File: src/rtl/matrix_mult_seq.sv
// ============================================================================
// matrix_mult_seq
//
// Sequential NxN matrix multiplier, C = A x B, built around a single
// multiply-accumulate unit.
//
//   LOAD    : accept 2*N*N operand elements on the input stream,
//             A row-major first, then B row-major.
//   COMPUTE : N^3 MAC cycles, k innermost, then j, then i.
//   OUT     : present C row-major on the output stream, out_last on C[N-1][N-1].
//
// Ports
//   clk        rising-edge clock
//   rst        synchronous active-high reset, aborts any state
//   in_valid   in_data holds a valid element
//   in_ready   block accepts an element this cycle (LOAD only)
//   in_data    operand element, DW bits
//   out_valid  out_data holds a valid result element (OUT only)
//   out_ready  sink accepts the result element
//   out_data   result element C[i][j], AW bits
//   out_last   high while presenting C[N-1][N-1]
//   busy       high in COMPUTE and OUT
// ============================================================================
module matrix_mult_seq #(
    parameter int N      = 2,
    parameter int DW     = 8,
    parameter int SIGNED = 0
) (
    input  logic                          clk,
    input  logic                          rst,
    input  logic                          in_valid,
    output logic                          in_ready,
    input  logic [DW-1:0]                 in_data,
    output logic                          out_valid,
    input  logic                          out_ready,
    output logic [2*DW+$clog2(N)-1:0]     out_data,
    output logic                          out_last,
    output logic                          busy
);

    // Result width: a sum of N full-width products never overflows.
    localparam int AW = 2*DW + $clog2(N);
    localparam int NN = N*N;
    localparam int IW = (N  > 1) ? $clog2(N)  : 1;   // loop index width
    localparam int MW = (NN > 1) ? $clog2(NN) : 1;   // buffer address width
    localparam int CW = $clog2(2*NN);                // input beat counter width

    typedef enum logic [1:0] {
        LOAD,
        COMPUTE,
        OUT
    } state_t;

    state_t           state;
    state_t           state_next;

    logic [CW-1:0]    beat;
    logic [IW-1:0]    ci;
    logic [IW-1:0]    cj;
    logic [IW-1:0]    ck;
    logic [MW-1:0]    oidx;
    logic [AW-1:0]    acc;

    logic [DW-1:0]    a_mem [NN];
    logic [DW-1:0]    b_mem [NN];
    logic [AW-1:0]    c_mem [NN];

    logic             accept;
    logic             beat_last;
    logic             k_last;
    logic             j_last;
    logic             i_last;
    logic             oidx_last;
    logic             out_fire;

    logic [MW-1:0]    a_addr;
    logic [MW-1:0]    b_addr;
    logic [MW-1:0]    c_addr;
    logic [DW-1:0]    op_a;
    logic [DW-1:0]    op_b;
    logic [AW-1:0]    prod_ext;
    logic [AW-1:0]    sum;

    // ------------------------------------------------------------------
    // Status decodes
    // ------------------------------------------------------------------
    assign accept    = in_valid && (state == LOAD);
    assign beat_last = (beat == CW'(2*NN - 1));
    assign k_last    = (ck == IW'(N - 1));
    assign j_last    = (cj == IW'(N - 1));
    assign i_last    = (ci == IW'(N - 1));
    assign oidx_last = (oidx == MW'(NN - 1));
    assign out_fire  = out_ready && (state == OUT);

    // ------------------------------------------------------------------
    // MAC datapath
    // ------------------------------------------------------------------
    assign a_addr = MW'(ci*N + ck);
    assign b_addr = MW'(ck*N + cj);
    assign c_addr = MW'(ci*N + cj);
    assign op_a   = a_mem[a_addr];
    assign op_b   = b_mem[b_addr];

    generate
        if (SIGNED != 0) begin : g_signed
            logic signed [DW-1:0]   sa;
            logic signed [DW-1:0]   sb;
            logic signed [2*DW-1:0] prod;
            assign sa       = op_a;
            assign sb       = op_b;
            assign prod     = (2*DW)'(sa) * (2*DW)'(sb);
            // Signed size cast sign-extends the product into the result width.
            assign prod_ext = AW'(prod);
        end else begin : g_unsigned
            logic [2*DW-1:0] prod;
            assign prod     = (2*DW)'(op_a) * (2*DW)'(op_b);
            assign prod_ext = AW'(prod);
        end
    endgenerate

    assign sum = acc + prod_ext;

    // ------------------------------------------------------------------
    // State register, counters and accumulator
    // ------------------------------------------------------------------
    // NOTE: sequential state uses non-blocking assignments so every
    // register samples pre-edge values regardless of process ordering.
    always_ff @(posedge clk) begin
        if (rst) begin
            state <= LOAD;
            beat  <= '0;
            ci    <= '0;
            cj    <= '0;
            ck    <= '0;
            oidx  <= '0;
            acc   <= '0;
        end else begin
            state <= state_next;
            case (state)
                LOAD: begin
                    if (accept) begin
                        beat <= beat_last ? '0 : beat + CW'(1);
                    end
                end
                COMPUTE: begin
                    if (k_last) begin
                        // Dot product complete: clear for the next element.
                        acc <= '0;
                        ck  <= '0;
                        if (j_last) begin
                            cj <= '0;
                            ci <= i_last ? '0 : ci + IW'(1);
                        end else begin
                            cj <= cj + IW'(1);
                        end
                    end else begin
                        acc <= sum;
                        ck  <= ck + IW'(1);
                    end
                end
                OUT: begin
                    if (out_fire) begin
                        oidx <= oidx_last ? '0 : oidx + MW'(1);
                    end
                end
                default: ;
            endcase
        end
    end

    // ------------------------------------------------------------------
    // Operand and result buffers
    // ------------------------------------------------------------------
    // NOTE: buffers carry no reset; their contents are always overwritten
    // before being read, and leaving them unreset lets them map to RAM.
    always_ff @(posedge clk) begin
        if (accept) begin
            if (beat < CW'(NN)) begin
                a_mem[MW'(beat)] <= in_data;
            end else begin
                b_mem[MW'(beat - CW'(NN))] <= in_data;
            end
        end
        if (state == COMPUTE && k_last) begin
            c_mem[c_addr] <= sum;
        end
    end

    // ------------------------------------------------------------------
    // Next-state and output decode
    // ------------------------------------------------------------------
    // NOTE: every output gets a default before the case so no path
    // through the block leaves a signal unassigned (no inferred latch).
    always_comb begin
        state_next = state;
        in_ready   = 1'b0;
        out_valid  = 1'b0;
        out_last   = 1'b0;
        out_data   = '0;
        busy       = 1'b0;
        case (state)
            LOAD: begin
                in_ready = 1'b1;
                if (in_valid && beat_last) begin
                    state_next = COMPUTE;
                end
            end
            COMPUTE: begin
                busy = 1'b1;
                if (k_last && j_last && i_last) begin
                    state_next = OUT;
                end
            end
            OUT: begin
                busy      = 1'b1;
                out_valid = 1'b1;
                out_data  = c_mem[oidx];
                out_last  = oidx_last;
                if (out_ready && oidx_last) begin
                    state_next = LOAD;
                end
            end
            default: state_next = LOAD;
        endcase
    end

endmodule
File: config.mk
export PLATFORM = sky130hd
export DESIGN_NAME = matrix_mult_seq
export DESIGN_NICKNAME = d
export VERILOG_FILES = /design/src/rtl/matrix_mult_seq.sv
export SDC_FILE = /design/constraint.sdc
export NUM_CORES = 1
export LEC_CHECK = 0
export BUFFER_PORTS_ARGS = -buffer_cell sky130_fd_sc_hd__buf_4
export CORE_MARGIN = 8
export CORE_UTILIZATION = 56
export CTS_CLUSTER_DIAMETER = 40
export DETAILED_ROUTE_END_ITERATION = 7
export GPL_ROUTABILITY_DRIVEN = 0
export GPL_TIMING_DRIVEN = 0
export PLACE_DENSITY = 0.76
export SYNTH_ARGS = -nofsm -noshare
export SYNTH_HDL_FRONTEND = slang
export SYNTH_SLANG_ARGS = --single-unit
File: constraint.sdc
create_clock -name clk -period 5.6 [get_ports clk]
set_clock_uncertainty 0.2 [all_clocks]
set_input_delay 0.28 -clock clk [delete_from_list [all_inputs] [get_ports clk]]
set_output_delay 0.28 -clock clk [all_outputs]
set_load 0.01 [all_outputs]
==> reports/metrics.yaml <==
detailed_routing:
  vias_per_cell: 5.49
  initialDrtViolationCount: 331
  detail_route.wl_per_cell_um: 17.8
  drtAntennaViolNets: 0
  dr.pass1.iters: 5
  post-route-drc-count: 0
  wl_mm: 17.3
  num_vias: 5345
clocking:
  clockBufferDepth: 2
  htreeDepth: 4
  clkTransAtPathRegs_ps: 70
  cts_buffers: 17
  cts_sinks: 161
  tritoncts: "built"
  ctsRootBufferMaster: "clkbuf_16"
  clk_latency_ps: 420
timing:
  post-route-min-period_ps: 5420
  hold_viol: 0
  holdWs_ps: 89.1
  post-route-period-util_pct: 96.7
  final-setup-viol-count: 0
  slew_headroom_pct: 33.8
  clock.fmax_mhz: 185
  drv_slew: 0
  tightestPinTransition_ps: 991
logic_synthesis:
  async_flop_share_pct: 0
  syn_area_mm2: 0.00883
  ys_ff_latch: 161
  synth_edf_count: 132
  yosysWarnings: 0
  yosysUniqueCellTypes: 49
  netlist_instances: 672
  synthTopCellsByCount: "132 x edfxtp_1, 101 x inv_1, 60 x and2_1"
  synth_area_per_cell_um2: 13.1
  synth_area_leader_cell: "edfxtp_1"
  synth_top_area_share_pct: 44.9
  seq_area_frac_synth_pct: 51.5
  synthTopCellsByArea: "edfxtp_1 45%, fa_1 11%, mux4_2 8.4%"
  synth_fp_nets: 781
  yosysMostFrequentCell: "edfxtp_1"
  synthFlopType: "edfxtp_1"
worst_setup_path:
  cp-startpoint: "ck"
  crit_fanout: 10
  crit_type: "reg2reg"
  reg2reg_to: "c_mem[0][15]"
  cp-end-kind: "register"
  reg2reg_depth: 16
  worstPathArrival_ps: 5370
  reg2reg_slack_ps: 180
  required_ps: 5550
  endpoint: "c_mem[0][15]"
  r2r_start: "ck"
  cp-start-kind: "register"
layout:
  stdcell_area_mm2: 0.0103
  num_antenna_cells: 0
  final_cells: 974
  nets: 854
  nFillCells: 1111
  syn_to_final_growth_pct: 16.1
  drive_above_1_share_pct: 19.9
floorplanning:
  top_level_ports: 33
  dieArea_mm2: 0.0200
  initial_utilization_pct: 56.4
  die_x_um: 142
  core-area_mm2: 0.0157
  num_rows: 46
  die_h_um: 142
placement:
  dpl.hpwl_mm: 12.5
  io_buffers: 32
  placed_cells: 925
  dpl_cell_area_mm2: 0.00942
global_route:
  antenna_found_initial: 0
  grt_overflow: 0
  grt_usage_pct: 18.2
  grt_pass1_vias: 5702
  grt_pass1_wl_mm: 28.2
  grt_max_degree: 18
pwr:
  ir_drop_mv: 0.296
  power.leakage_nw: 4.06
  power_density_mw_per_mm2: 305
run_status:
  status: "finished, final reports clean"
worst_hold_path:
  hold_class: "in2reg"
run:
  max-cap-violations: 0
## layout make-up
cell class	count	area, um2	share of cell area (%)
buffer	18	120	1.17
clock buffer	18	429	4.19
clock inverter	14	105	1.03
inverter	101	379	3.70
multi-input combinational	392	3940	38.5
sequential	161	4550	44.4
tap	216	270	2.64
timing repair buffer	54	453	4.42
## kinds of logic after synthesis
logic type | count (synthesis) | synth area share [%]
buf+inv | 119 | 5.31
mux | 35 | 8.64
flops | 161 | 51.5
fa+ha+maj | 97 | 18.0
compound gates | 60 | 4.77
simple gates | 189 | 10.7
xor+xnor | 11 | 1.09
## state kept, by name (all words and copies together), names as in the netlist, named ones only
register / flops
ck: 1
acc: 17
ci: 1
beat: 3
oidx: 2
cj: 1
a_mem: 32
c_mem: 68
b_mem: 32
state: 2
## stage by stage
step	utilization, %	setup TNS [ps]	power, mW	setup slack, ps
finish	65.5	0	3.13	183
global placement	59.7	-3300	1.97	-332
floorplan	-	0	1.86	275
CTS	64.5	-25.1	3.07	-6.37
global route	65.5	-15.6	3.28	-4.26
detailed placement	60.2	-6610	2.01	-413
## what timing repair did
item,CTS,global route
buffers inserted,2,5
hold buffers,10,0
gates resized for setup,11,27
hold endpoints to repair,67,0
pin swaps,0,2
gates cloned,0,0
endpoints found under the setup margin,35,35
## power by group
group          switching [mW]  leakage (nW)  internal, mW
Sequential            0.00420          1.42          1.39
Combinational           0.432          2.37         0.246
Clock                   0.483         0.267         0.573
Total                   0.919          4.06          2.21
## worst min-delay path by stage
stage	start	end	slack (ps)	cells past startpoint
2_1_floorplan	in_data[0]	a_mem[0][0]	180	0
3_3_place_gp	acc[7]	acc[7]	250	2
3_5_place_dp	acc[7]	acc[7]	260	2
4_1_cts	rst	acc[14]	70	4
5_1_grt	rst	acc[14]	90	4
6_report	rst	acc[14]	90	4
## worst max-delay path, stage by stage, from the launching register on
cell and delay, ps:
dfxtp_4 390, buf_12 160, mux4_2 620, nand2_1 140, fa_1 450, fa_1 550, inv_1 60, fa_1 530
inv_1 50, fa_1 540, inv_1 50, ha_2 370, a21o_1 190, nor2_2 80, a2111oi_2 470, o21a_1 210
nor2_1 90
## cell usage in the layout, fill, tap and decap left out, types with 5 or more instances in the layout
| cell type | count |
|---|---|
| a22oi_1 | 8 |
| clkbuf_1 | 7 |
| inv_1 | 101 |
| a21oi_1 | 16 |
| edfxtp_1 | 132 |
| nand2_1 | 59 |
| dfxtp_1 | 27 |
| buf_6 | 5 |
| fa_1 | 50 |
| and2_1 | 60 |
| nand3_1 | 9 |
| nor3_1 | 7 |
| ha_1 | 43 |
| inv_6 | 5 |
| dlygate4sd3_1 | 10 |
| buf_4 | 41 |
| clkbuf_16 | 17 |
| nor2_1 | 31 |
| clkinv_2 | 5 |
| buf_2 | 5 |
| mux4_2 | 33 |
| xnor2_1 | 5 |
## layer usage
| metal | global-route usage (%) | wire length, um | vias up |
|---|---|---|---|
| met5 | 0 | 0 | - |
| met4 | 6.67 | 252 | 0 |
| met3 | 4.03 | 870 | 26 |
| met2 | 31.5 | 8840 | 157 |
| met1 | 21.8 | 7360 | 2688 |
| li1 | - | - | 2474 |
(Power assumes the default switching activity.)
